==> config.mk <==
export PLATFORM = sky130hd
export DESIGN_NAME = add16_accumulator
export DESIGN_NICKNAME = d
export VERILOG_FILES = /design/src/rtl/add16_accumulator.sv
export SDC_FILE = /design/constraint.sdc
export NUM_CORES = 1
export LEC_CHECK = 0
export BUFFER_PORTS_ARGS = -buffer_cell sky130_fd_sc_hd__buf_2
export CAP_MARGIN = 20
export CORE_ASPECT_RATIO = 1.5
export CORE_MARGIN = 4
export CORE_UTILIZATION = 56
export CTS_BUF_LIST = sky130_fd_sc_hd__clkbuf_8
export DETAILED_ROUTE_END_ITERATION = 10
export PLACE_DENSITY = 0.82
export SLEW_MARGIN = 10
export SYNTH_ARGS = -nofsm -noshare
export SYNTH_HDL_FRONTEND = slang
export SYNTH_SLANG_ARGS = --single-unit
==> constraint.sdc <==
create_clock -name clk -period 2.5 [get_ports clk]
set_input_delay 0.125 -clock clk [delete_from_list [all_inputs] [get_ports clk]]
set_output_delay 0.125 -clock clk [all_outputs]
set_load 0.1 [all_outputs]
==> src/rtl/add16_accumulator.sv <==
// rtl/add16_accumulator.sv - burst accumulator for the 16-bit adder result stream
//
// Purpose:
//   Accepts {cout, sum, overflow} beats from the registered adder.
//   Accumulates each beat into a wide running total.
//   When a burst closes, presents one result word with status flags.
//   A burst closes on in_last, or automatically on beat MAX_BEATS.
//
// Ports:
//   clk          rising-edge clock
//   rst          asynchronous active-low reset
//   in_valid     input beat present
//   in_ready     block can accept a beat (decoded from state only)
//   in_sum       adder sum, WIDTH bits
//   in_cout      adder carry-out, forms bit WIDTH of the beat value
//   in_overflow  adder signed-overflow flag
//   in_last      final beat of the burst
//   out_valid    result word present
//   out_ready    downstream accepts the result
//   out_total    accumulated total, modulo 2^ACC_WIDTH
//   out_count    number of beats in the burst
//   out_wrap     accumulator carried out of its top bit at least once
//   out_ovf_seen at least one beat in the burst had in_overflow set

module add16_accumulator #(
    parameter int WIDTH     = 16,
    parameter int ACC_WIDTH = 32,
    parameter int MAX_BEATS = 16
) (
    input  logic                 clk,
    input  logic                 rst,
    input  logic                 in_valid,
    output logic                 in_ready,
    input  logic [WIDTH-1:0]     in_sum,
    input  logic                 in_cout,
    input  logic                 in_overflow,
    input  logic                 in_last,
    output logic                 out_valid,
    input  logic                 out_ready,
    output logic [ACC_WIDTH-1:0] out_total,
    output logic [7:0]           out_count,
    output logic                 out_wrap,
    output logic                 out_ovf_seen
);

    localparam logic [1:0] S_IDLE = 2'd0;
    localparam logic [1:0] S_ACC  = 2'd1;
    localparam logic [1:0] S_HOLD = 2'd2;

    logic [1:0]           state;
    logic [ACC_WIDTH-1:0] acc;
    logic [7:0]           count;
    logic                 wrap;
    logic                 ovf;

    logic [ACC_WIDTH:0]   beat_ext;
    logic [ACC_WIDTH:0]   add_full;
    logic [8:0]           count_next;
    logic                 accept;
    logic                 closing;

    // The beat value is the unsigned {cout, sum}, zero-extended.
    // One extra top bit catches the accumulator carry-out for the wrap flag.
    assign beat_ext   = {{(ACC_WIDTH - WIDTH){1'b0}}, in_cout, in_sum};
    assign add_full   = {1'b0, acc} + beat_ext;
    assign count_next = {1'b0, count} + 9'd1;

    // Reaching MAX_BEATS closes the burst whatever in_last says.
    assign closing  = in_last | (count_next == 9'(MAX_BEATS));

    // Handshakes are decoded from the state register alone.
    // This leaves no combinational path from out_ready to in_ready.
    assign in_ready  = (state != S_HOLD);
    assign out_valid = (state == S_HOLD);
    assign accept    = in_valid & in_ready;

    assign out_total    = acc;
    assign out_count    = count;
    assign out_wrap     = wrap;
    assign out_ovf_seen = ovf;

    always_ff @(posedge clk or negedge rst) begin
        if (!rst) begin
            state <= S_IDLE;
            acc   <= '0;
            count <= '0;
            wrap  <= 1'b0;
            ovf   <= 1'b0;
        end else begin
            case (state)
                S_IDLE, S_ACC: begin
                    if (accept) begin
                        acc   <= add_full[ACC_WIDTH-1:0];
                        count <= count_next[7:0];
                        wrap  <= wrap | add_full[ACC_WIDTH];
                        ovf   <= ovf | in_overflow;
                        state <= closing ? S_HOLD : S_ACC;
                    end
                end
                S_HOLD: begin
                    // The result stays frozen until it is taken.
                    // Clearing here lets the next burst start from zero.
                    if (out_ready) begin
                        acc   <= '0;
                        count <= '0;
                        wrap  <= 1'b0;
                        ovf   <= 1'b0;
                        state <= S_IDLE;
                    end
                end
                default: state <= S_IDLE;
            endcase
        end
    end

endmodule

Word level (Yosys, flattened, before mapping):

Cells that the tools add are included.

* flip-flop bits (word level): 44
* latch bits: 0
* bits in writable memories: 0
* bits in read-only memories: 0
* bits of input ports: 23
* output and inout bits: 44
* logic and storage cells: 37
* memories: 0

* add/sub/neg operators: 2
* $mul: 0
* divide/modulo/power cells: 0
* magnitude comparators: 0
* equality and inequality tests: 6
* shifts and indexed selects: 0
* mux-type cells: 15
* bitwise logic cells: 4
* reductions and logical operators: 5

Operator list (number)
* 2-to-1 mux 32 bit: 2
* case mux 32 bit (2 select lines): 1
* adder 32 x 17 -> 33 bit: 1
* 2-to-1 mux 8 bit: 2
* case mux 8 bit (2 select lines): 1
* adder 8 x 1 -> 9 bit (second input constant): 1
* equality test 9 x 5 -> 1 bit (second input constant): 1
* 2-to-1 mux 2 bit: 3
* != test 2 bit (second input constant): 2
* case mux 1 bit (2 select lines): 2
* case mux 2 bit (2 select lines): 1
* 2-to-1 mux 1 bit: 3
* bitwise OR 1 bit: 3
* AND reduction 3 bit: 1
* equality test 2 x 1 -> 1 bit (second input constant): 1
* equality test 2 bit (second input constant): 1
* zero test 2 bit: 1
* != test 2 x 1 -> 1 bit (second input constant): 1
* AND reduction 2 bit: 1
* nonzero test 2 bit: 1
* OR reduction 2 bit: 1
* bitwise AND 1 bit: 1

Longest topological paths before layout:

Gate-level depths: netlist (run 1).

* word-level depth: 6
* gate-level depth with buffers: 10
* depth with buffers taken out: 10

Least setup slack after synthesis (run 1):

No wires, ideal clock.

* kind: register to register
* start: register state[1]
* end: register count[6] (netlist: out_count[6])
* library setup time: 0.101 ns
* arrival: 2.889 ns
* required time: 2.399 ns
* slack: -0.490 ns
* cell stages (with the launch flop): 8
* path buffers: 1
* clock period less this slack: 2.990 ns
* path through: dfrtp_1 -> nand2b_1 -> inv_1 -> and2_1 -> clkbuf_1 -> nor2_1 -> o21ai_0 -> o31ai_1

* word-level cells in the longest chain between the ends: 4
* elaborated cells on any way between the ends: 11
* classes of those cells: eq/ne (5); mux (1); bitwise (1); reduce/logical (4)

Ends and longest elaborated chain
* start, declared: line 50 `logic [1:0] state;`
* start signal, assigned: line 97 `state <= closing ? S_HOLD : S_ACC;`
* != test 2 bit: line 73 `assign in_ready = (state != S_HOLD);`
* named net in_ready: line 33 `output logic in_ready,`
* bitwise AND 1 bit: line 75 `assign accept = in_valid & in_ready;`
* != test 2 bit (no line)
* AND reduction 3 bit (no line)
* end signal, assigned: line 94 `count <= count_next[7:0];`
* end, declared: line 52 `logic [7:0] count;`

The timed path passes the listed nets, and every way through them passes these cells.
A chain may end at the register's enable or synchronous reset.

Worst setup path after layout (run 1):

* start: register acc[1] (netlist: out_total[1])
* end: register acc[25] (netlist: out_total[25])

* word-level cells in the longest chain between the ends: 3

Ends and longest elaborated chain
* start, declared: line 51 `logic [ACC_WIDTH-1:0] acc;`
* start signal, assigned: line 93 `acc <= add_full[ACC_WIDTH-1:0];`
* adder 32 x 17 -> 33 bit: line 65 `assign add_full = {1'b0, acc} + beat_ext;`
* 2-to-1 mux 32 bit: line 92 `if (accept) begin`
* case mux 32 bit (2 select lines): line 90 `case (state)`

Every way passes these cells. The select of a mux whose other input is x is not followed.

==> run_results.csv, run 1 <==
group,metric,value,unit
critical_path,crit_chain,"ha_1, a21oi_1, nand4b_2, a2111oi_4, o31ai_4, a211oi_1, xnor2_1, nor2_1",
synthesis,synthesized_net_count,380,
floorplanning,die_x,67.22,um
synthesis,yosys.cell_count.top_type,"sky130_fd_sc_hd__dfrtp_1",
global_routing,grt_antenna_before_repair,0,
synthesis,ys_top_cells_by_count,"44 x sky130_fd_sc_hd__dfrtp_1, 36 x sky130_fd_sc_hd__o21ai_0, 32 x sky130_fd_sc_hd__nand3_1",
sta,maxClockFrequency,424.9,MHz
sta,fin_ws,0.1467,ns
synthesis,synth_top_flop_cell,"sky130_fd_sc_hd__dfrtp_1",
sta,timing.final.setup_violations,0,
floorplanning,placementRows,32,
floorplanning,die_height,96.82,um
placed_design,post-place-ws,-0.004518,ns
power,cellLeakagePower,1.723,nW
clock_network,clk_transition_reported_paths,0.09,ns
global_routing,grt_pass1_wl,12460,um
sta,fin_hold_ws,0.03563,ns
status,status,"complete, no violations",
global_routing,number_of_global_route_vias_before_repair,2773,
clock_network,cts_tree,"done",
drt,total_routed_length,7248,um
placed_design,number_of_port_buffers,66,
worst_hold_path,hold_start,"out_ready",
power,vdd_ir_drop_max,0.0009789,V
drt,drt_first_iter_violations,111,
worst_hold_path,worst_hold_path_type,"in -> reg",
synthesis,yosys.cell_types.count,43,
drt,num_vias,2775,
critical_path,cp-start-kind,"register",
floorplanning,design.die.area,6508,um^2
synthesis,netlist_area,2945,um^2
finish,design.final.nets,451,
drt,per_cell_routed_wire_length,15.19,um
drt,drc,0,
sta,timing.final.crit_share,94.13,%
sta,worst_slew_margin_rel,61.50,%
synthesis,synth-edff-count,0,
finish,final_layout_size_suffix_gt1_share,28.61,%
sta,worst-slew-pin-transition,0.5753,ns
synthesis,yosys_warnings,0,
drt,drt-pass1-iter-count,4,
drt,post_route_antenna_net_violation_count,0,
critical_path,crit_arrival,2.52,ns
critical_path,cp_slowest_stage_delay,0.48,ns
placed_design,placedCellCount,465,
synthesis,synth-seq-cells,44,
critical_path,worst_path_max_delay_cell,"sky130_fd_sc_hd__a2111oi_4",
synthesis,yosysTopAreaCellShare,37.38,%
clock_network,insertion_delay,0.30,ns
global_routing,global_route_total_usage_across_every_layer,24.07,%
critical_path,crit_fanout,6,
synthesis,synthesized_netlist_cell_count,337,
clock_network,cts_bufs_inserted,5,
power,cellPowerDensity,1325,nW/um^2
placed_design,routabilityCongestion,0.9311,
synthesis,synth_async_sr_flop_share,100.0,%
finish,layout.filler_cells,455,
global_routing,gr_ovfl_total,0,
critical_path,data_required_time_of_the_critical_path,2.67,ns
critical_path,setup.worst_path.start,"out_total[1]",
clock_network,clock_sink_count,44,
clock_network,cts-htree-levels,2,
finish,antenna-diode-count,0,
sta,period_needed,2.353,ns
global_routing,grt_max_degree,46,
synthesis,synth.largest_area_cell,"sky130_fd_sc_hd__dfrtp_1",
clock_network,cts_buffer_depth,2,
synthesis,yosysSeqAreaShare,37.38,%
synthesis,synth.top_cells.by_area,"sky130_fd_sc_hd__dfrtp_1 37%, sky130_fd_sc_hd__ha_1 8.1%, sky130_fd_sc_hd__o21ai_0 6.1%",
critical_path,timing.critical_path.to_type,"register",
flow_run,maxCapViolations,0,
critical_path,crit-reg2reg-launch,"out_total[1]",
floorplanning,pin_count,67,
synthesis,syn-mean-instance-area,8.740,um^2
critical_path,critical_path_class,"reg -> reg",
finish,syn2layout_area_growth,22.09,%
placed_design,place.detailed.hpwl,5407,um
sta,fin_skew,0.01052,ns
sta,report.final.slew_viol_count,0,
floorplanning,start_util,57.47,%
sta,timing_hold_violations_final,0,
floorplanning,core_area,5125,um^2
finish,instances_no_fill,477,
drt,post_drt_via_cell_ratio,5.818,
clock_network,cts_root_buffer,"sky130_fd_sc_hd__clkbuf_8",
-- state kept, by name, summed over array words and instances (netlist names) --
register / flops
out_count: 8
out_wrap: 1
out_total: 32
state: 2
out_ovf_seen: 1
-- what timing repair did --
action,in CTS,in global routing
endpoints found under the hold margin,0,13
setup buffers,0,2
pin swaps,0,2
hold buffers,0,1
resized for setup,1,5
setup endpoints to repair,1,10
-- final timing paths --
path | slack [ns] | endpoint | cells past startpoint
min in group asynchronous | 0.21 | out_total[27] | 2
max | 0.15 | out_total[25] | 8
min | 0.04 | state[1] | 2
max reg2reg | 0.15 | out_total[25] | 8
min reg2reg | 0.50 | out_ovf_seen | 2
max in group asynchronous | 1.79 | out_total[0] | 3
-- area by class of cell --
cell class / count / area, um^2 / share of cell area, %
Timing Repair Buffer: 80 / 450.4 / 12.53
Inverter: 6 / 26.28 / 0.7307
Sequential cell: 44 / 1130 / 31.42
Clock buffer: 5 / 68.82 / 1.914
Multi-Input combinational cell: 271 / 1797 / 49.97
Clock inverter: 3 / 38.79 / 1.079
Tap cell: 68 / 85.08 / 2.366
-- layout by cell type, fill, tap and decap left out, types with 2 or more instances in the layout --
| cell type | n |
|---|---|
| sky130_fd_sc_hd__buf_2 | 66 |
| sky130_fd_sc_hd__o21ai_0 | 36 |
| sky130_fd_sc_hd__nand3_1 | 32 |
| sky130_fd_sc_hd__nand2_1 | 29 |
| sky130_fd_sc_hd__dfrtp_1 | 27 |
| sky130_fd_sc_hd__nor2_1 | 26 |
| sky130_fd_sc_hd__a21oi_1 | 20 |
| sky130_fd_sc_hd__ha_1 | 18 |
| sky130_fd_sc_hd__xor2_1 | 16 |
| sky130_fd_sc_hd__dfrtp_2 | 14 |
| sky130_fd_sc_hd__xnor2_1 | 13 |
| sky130_fd_sc_hd__and3_1 | 12 |
| sky130_fd_sc_hd__buf_4 | 12 |
| sky130_fd_sc_hd__a21o_1 | 7 |
| sky130_fd_sc_hd__nand4_1 | 7 |
| sky130_fd_sc_hd__inv_1 | 6 |
| sky130_fd_sc_hd__nand2b_1 | 6 |
| sky130_fd_sc_hd__nor2b_1 | 5 |
| sky130_fd_sc_hd__clkbuf_8 | 5 |
| sky130_fd_sc_hd__a211oi_1 | 4 |
| sky130_fd_sc_hd__a31oi_1 | 4 |
| sky130_fd_sc_hd__o211ai_1 | 3 |
| sky130_fd_sc_hd__nor3_1 | 3 |
| sky130_fd_sc_hd__mux2i_1 | 3 |
| sky130_fd_sc_hd__o31ai_1 | 3 |
| sky130_fd_sc_hd__dfrtp_4 | 3 |
| sky130_fd_sc_hd__and2_1 | 2 |
| sky130_fd_sc_hd__a21oi_2 | 2 |
-- per-layer routing --
| layer | vias to the layer above | track usage (%) | part of all wire (%) |
|---|---|---|---|
| met5 | - | 0 | 0 |
| met4 | 0 | 9.688 | 3.0 |
| met3 | 20 | 3.368 | 4.5 |
| met2 | 67 | 43.18 | 54 |
| met1 | 1332 | 27.46 | 39 |
| li1 | 1356 | - | - |
-- where the power goes --
part | total, W | internal [W] | switching [W]
sequential | 0.00112 | 0.000928 | 0.000189
clock | 0.000546 | 0.000293 | 0.000253
combinational | 0.00310 | 0.000778 | 0.00232
-- worst max-delay path: cells and delay by family (launching register included) --
family                     cells  cell delay, ns
AOI/OAI and AO/OA              4            1.02
DFF                            1            0.43
and+or+nand+nor                2            0.34
adders and majority gates      1            0.28
xor gates and xnor gates       1            0.16
-- cells by family after synthesis --
kind of cell               synth area share (%)
and+or+nand+nor                           21.49
AOI/OAI and AO/OA                         19.67
DFF                                       37.38
xor gates and xnor gates                  8.623
buffers and inverters                     3.059
adders and majority gates                 8.751
muxes                                     1.020
-- through the flow --
stage                     cell area [um^2]  setup TNS [ns]  total power [W]  util, %
after global placement                3408               0         0.004124    66.50
after floorplan                       2985               0         0.003583        -
after global routing                  3596         -0.1248         0.005055    70.17
final                                 3596               0         0.004765    70.17
after CTS                             3525               0         0.004735    68.77
after detailed placement              3408       -0.004518         0.004175    66.50
Power figures use the tool's default switching activity.
==> run 2, diff against run 1 <==
==> constraint.sdc (replaced) <==
create_clock -name clk -period 2.5 [get_ports clk]
set_input_delay 0.125 -clock clk [delete_from_list [all_inputs] [get_ports clk]]
set_output_delay 0.125 -clock clk [all_outputs]
set_load 0.05 [all_outputs]
==> run_results.csv, run 2 (synthesized netlist as in run 1, its figures left out) <==
group,metric,value,unit
finish,final_layout_size_suffix_gt1_share,24.15,%
finish,layout_common_cells,"66 x sky130_fd_sc_hd__buf_2, 43 x sky130_fd_sc_hd__dfrtp_1, 36 x sky130_fd_sc_hd__o21ai_0, 32 x sky130_fd_sc_hd__nand3_1, 29 x sky130_fd_sc_hd__nand2_1",
drt,num_vias,2746,
status,status,"complete, no violations",
global_routing,grt_pass1_wl,11850,um
critical_path,worst_path_max_delay_cell,"sky130_fd_sc_hd__o31ai_2",
power,cellLeakagePower,1.750,nW
finish,antenna-diode-count,0,
global_routing,grt_max_degree,46,
sta,maxClockFrequency,421.5,MHz
sta,period_needed,2.372,ns
placed_design,routabilityCongestion,0.9543,
drt,drt_first_iter_violations,106,
floorplanning,die_x,67.22,um
placed_design,place.detailed.hpwl,5411,um
drt,post_route_antenna_net_violation_count,0,
drt,total_routed_length,7209,um
global_routing,grt_antenna_before_repair,0,
finish,syn2layout_area_growth,20.56,%
floorplanning,die_height,96.82,um
critical_path,data_required_time_of_the_critical_path,2.71,ns
sta,timing_hold_violations_final,0,
sta,worst-slew-pin-transition,0.5486,ns
clock_network,cts_buffer_depth,2,
sta,worst_slew_margin_rel,63.29,%
clock_network,insertion_delay,0.29,ns
worst_hold_path,worst_hold_path_type,"in -> reg",
clock_network,cts-htree-levels,2,
sta,timing.final.setup_violations,0,
flow_run,maxCapViolations,0,
clock_network,cts_tree,"done",
finish,number_of_flip_flops_under_the_largest_register_name,32,
floorplanning,start_util,57.47,%
critical_path,cp_slowest_stage_delay,0.47,ns
finish,layout.filler_cells,465,
sta,fin_skew,0.005971,ns
critical_path,crit_arrival,2.59,ns
finish,postLayoutCoreUtil,69.29,%
finish,sequential_cell_area,1102,um^2
critical_path,crit_chain,"ha_1, a21o_1, a21oi_2, a2111oi_4, o31ai_2, a21oi_1, a21o_1, a21oi_1",
placed_design,number_of_port_buffers,66,
critical_path,crit_fanout,6,
clock_network,cts_bufs_inserted,5,
sta,unrepaired_setup_endpoints_after_global_routing,"true",
drt,drc,0,
floorplanning,core_area,5125,um^2
power,totalPowerFinal,0.004013,W
critical_path,cp_num_buf_inv,0,
finish,most_frequent_standard_cell_in_the_layout_excluding_fill_and_tap_cells,"sky130_fd_sc_hd__buf_2",
sta,report.final.slew_viol_count,0,
finish,design.final.nets,452,
critical_path,timing.critical_path.to_type,"register",
sta,timing.final.crit_share,94.90,%
critical_path,critical_path_class,"reg -> reg",
drt,per_cell_routed_wire_length,15.08,um
power,cellPowerDensity,1130,nW/um^2
global_routing,number_of_global_route_vias_before_repair,2673,
critical_path,path_delay_family,"compound AO/OA/AOI/OAI gates",
global_routing,gr_ovfl_total,0,
floorplanning,placementRows,32,
clock_network,clk_transition_reported_paths,0.09,ns
sta,totalNegativeSetupSlack,0,ns
clock_network,clock_sink_count,44,
clock_network,cts_root_buffer,"sky130_fd_sc_hd__clkbuf_8",
global_routing,global_route_total_usage_across_every_layer,22.85,%
finish,area_of_the_multi_input_gates,1775,um^2
floorplanning,pin_count,67,
power,vdd_ir_drop_max,0.0008120,V
critical_path,cp-start-kind,"register",
floorplanning,design.die.area,6508,um^2
drt,post_drt_via_cell_ratio,5.745,
drt,drt-pass1-iter-count,4,
[run 2: changes by cell type in the layout (fill, tap and decap cells not counted)]
cell                         before  now
sky130_fd_sc_hd__o31ai_4          1    0
sky130_fd_sc_hd__nand2b_4         1    0
sky130_fd_sc_hd__o31ai_1          3    4
sky130_fd_sc_hd__clkinvlp_4       1    0
sky130_fd_sc_hd__nand2b_1         6    7
sky130_fd_sc_hd__dfrtp_1         27   43
sky130_fd_sc_hd__dfrtp_4          3    0
sky130_fd_sc_hd__dfrtp_2         14    1
sky130_fd_sc_hd__inv_1            6    7
sky130_fd_sc_hd__buf_4           12   13
[run 2: worst reg2reg max path: cells and delay by family (launching register included)]
| family | cells | cell delay [ns] |
|---|---|---|
| AOI/OAI and AO/OA | 7 | 1.54 |
| DFF | 1 | 0.40 |
| adders and majority gates | 1 | 0.36 |
[run 2: worst paths after layout]
kind                         startpoint             to  slack (ns)  cells past startpoint
max                        out_total[3]  out_total[31]        0.13                      8
min                           out_ready       state[1]        0.05                      2
max reg2reg                out_total[3]  out_total[31]        0.13                      8
min reg2reg                    out_wrap       out_wrap        0.50                      2
max in group asynchronous           rst  out_total[14]        1.69                      3
min in group asynchronous           rst  out_total[26]        0.32                      2
[run 2: power breakdown]
group | switching, W | internal [W]
combinational | 0.00161 | 0.000784
clock | 0.000243 | 0.000293
sequential | 0.000186 | 0.000897
[run 2: timing repair]
item,in CTS,in global routing
setup buffers,0,1
hold buffers,0,1
resized for setup,0,4
endpoints found under the setup margin,0,8
hold endpoints to repair,0,17
[run 2: layout make-up]
| cell class | count | area share (%) |
|---|---|---|
| clock buffers | 5 | 1.938 |
| inverters | 6 | 0.6342 |
| clock inverters | 3 | 1.092 |
| well taps | 68 | 2.396 |
| flip-flops and latches | 44 | 31.04 |
| multi-input cells | 271 | 50.00 |
| repair buffers | 81 | 12.90 |
[run 2: routing by layer]
layer / up-vias / routed length (um) / global-route usage (%)
li1: 1355 / - / -
met1: 1309 / 2880 / 26.09
met5: - / 0 / 0
met3: 10 / 302 / 3.368
met2: 72 / 3906 / 42.20
met4: 0 / 120 / 6.406
[run 2: through the flow]
step | hold slack [ns] | instances | area, um^2 | setup slack (ns)
2_1_floorplan | -0.1706 | 337 | 2947 | 0.02420
3_3_place_gp | 0.3280 | 467 | 3385 | 0.1446
3_5_place_dp | 0.3404 | 467 | 3385 | 0.03841
4_1_cts | 0.02003 | 475 | 3492 | 0.02520
5_1_grt | 0.05713 | 478 | 3551 | -0.004498
6_report | 0.05076 | 478 | 3551 | 0.1275
==> run 3, diff against run 2 <==
CORE_MARGIN = unset   (was 4)
GPL_TIMING_DRIVEN = 0   (was unset)
==> run_results.csv, run 3 (synthesized netlist as in run 1, its figures left out) <==
group,metric,value,unit
clock_network,insertion_delay,0.30,ns
sta,timing.final.setup_violations,0,
critical_path,timing.critical_path.to_type,"register",
finish,final_area,3568,um^2
power,cellPowerDensity,1120,nW/um^2
power,cellLeakagePower,1.741,nW
floorplanning,die_x,61.22,um
critical_path,cp-start-kind,"register",
drt,drt-pass1-iter-count,4,
clock_network,cts_bufs_inserted,5,
global_routing,grt_antenna_before_repair,0,
sta,fin_hold_ws,0.03195,ns
placed_design,routabilityCongestion,0.8897,
sta,worst-slew-pin-transition,0.5614,ns
sta,totalNegativeSetupSlack,0,ns
drt,num_vias,2803,
critical_path,crit_chain,"ha_1, a21o_1, a21oi_2, a21oi_1, a31oi_1, o211ai_1, xnor2_1, o21ai_0",
floorplanning,core_area,5085,um^2
clock_network,cts_tree,"done",
global_routing,global_route_total_usage_across_every_layer,27.19,%
clock_network,clk_transition_reported_paths,0.09,ns
sta,maxClockFrequency,414.5,MHz
placed_design,place.detailed.hpwl,5212,um
sta,fin_skew,0.007686,ns
global_routing,number_of_global_route_vias_before_repair,2672,
clock_network,cts-htree-levels,2,
sta,timing_hold_violations_final,0,
placed_design,placed_cell_area,3362,um^2
drt,drt_first_iter_violations,146,
power,vdd_ir_drop_max,0.0007575,V
status,status,"complete, no violations",
flow_run,maxCapViolations,0,
drt,post_route_antenna_net_violation_count,0,
sta,worst_slew_margin_rel,62.43,%
drt,post_drt_via_cell_ratio,5.803,
finish,layout_common_cells,"70 x sky130_fd_sc_hd__buf_2, 43 x sky130_fd_sc_hd__dfrtp_1, 34 x sky130_fd_sc_hd__o21ai_0, 32 x sky130_fd_sc_hd__nand3_1, 29 x sky130_fd_sc_hd__nand2_1",
finish,antenna-diode-count,0,
finish,most_frequent_standard_cell_in_the_layout_excluding_fill_and_tap_cells,"sky130_fd_sc_hd__buf_2",
floorplanning,start_util,57.92,%
floorplanning,pin_count,67,
finish,sequential_cell_area,1102,um^2
critical_path,crit_fanout,5,
power,totalPowerFinal,0.003998,W
finish,number_of_flip_flops_under_the_largest_register_name,32,
critical_path,crit_arrival,2.58,ns
floorplanning,placementRows,32,
drt,total_routed_length,7041,um
finish,syn2layout_area_growth,21.16,%
global_routing,grt_max_degree,45,
clock_network,clock_sink_count,44,
global_routing,gr_ovfl_total,0,
sta,timing.final.crit_share,96.51,%
sta,period_needed,2.413,ns
drt,per_cell_routed_wire_length,14.58,um
critical_path,data_required_time_of_the_critical_path,2.67,ns
critical_path,cp_slowest_stage_delay,0.45,ns
clock_network,cts_buffer_depth,2,
floorplanning,die_height,90.82,um
floorplanning,design.die.area,5560,um^2
clock_network,cts_root_buffer,"sky130_fd_sc_hd__clkbuf_8",
finish,design.final.nets,457,
finish,area_of_the_multi_input_gates,1794,um^2
critical_path,critical_path_class,"reg -> reg",
finish,layout.filler_cells,442,
finish,final_layout_size_suffix_gt1_share,23.37,%
sta,report.final.slew_viol_count,0,
critical_path,worst_path_max_delay_cell,"sky130_fd_sc_hd__a31oi_1",
global_routing,grt_pass1_wl,11540,um
drt,drc,0,
placed_design,number_of_port_buffers,66,
worst_hold_path,worst_hold_path_type,"in -> reg",
-- run 3: power breakdown --
part	total [W]	internal, W	switching (W)	leakage [nW]
sequential	0.00109	0.000897	0.000189	0.575
clock	0.000581	0.000327	0.000254	0.0614
combinational	0.00233	0.000727	0.00160	1.10
-- run 3: area by class of cell --
| cell class | count | area share, % |
|---|---|---|
| Inverter | 6 | 0.6311 |
| Buffer | 16 | 1.893 |
| Clock inverter | 2 | 1.087 |
| Sequential cell | 44 | 30.89 |
| Clock buffer | 6 | 2.314 |
| Multi-Input combinational cell | 271 | 50.28 |
| Timing Repair Buffer | 70 | 10.52 |
| Tap cell | 68 | 2.384 |
-- run 3: critical path, delay by kind of cell, from the launching register on --
| family | cells | cell delay, ns |
|---|---|---|
| AOI/OAI and AO/OA | 6 | 1.36 |
| adders and majority gates | 1 | 0.36 |
| xor gates and xnor gates | 1 | 0.16 |
| DFF | 1 | 0.39 |
-- run 3: routing by layer --
| layer | vias up | GRT usage, % | wire, um |
|---|---|---|---|
| met1 | 1342 | 33.03 | 2795 |
| met5 | - | 0 | 0 |
| met2 | 85 | 45.74 | 3755 |
| li1 | 1364 | - | - |
| met4 | 0 | 10.98 | 172 |
| met3 | 12 | 4.585 | 317 |
-- run 3: repair_timing --
action / 4_1_cts / 5_1_grt
hold endpoints to repair: 0 / 14
pin swaps: 0 / 3
setup buffers: 0 / 2
resized for setup: 1 / 8
endpoints found under the setup margin: 1 / 10
hold buffers: 0 / 1
-- run 3: path summary, 6_finish.rpt --
check	depth (start not counted)	slack, ns	start	endpoint
setup / recovery	8	0.09	out_total[3]	out_total[13]
hold / removal	2	0.03	out_ready	state[1]
setup reg to reg	8	0.09	out_total[3]	out_total[13]
hold reg to reg	2	0.50	out_ovf_seen	out_ovf_seen
max in group asynchronous	3	1.73	rst	out_total[0]
min in group asynchronous	2	0.26	rst	out_total[28]
-- run 3: through the flow --
stage	cells	util (%)	worst slack, ns
finish	483	70.18	0.08726
global route	483	70.18	-0.02931
CTS	479	68.58	0.01199
detailed placement	471	66.12	0.01045
global placement	471	66.12	0.05061
floorplan	337	-	0.02420
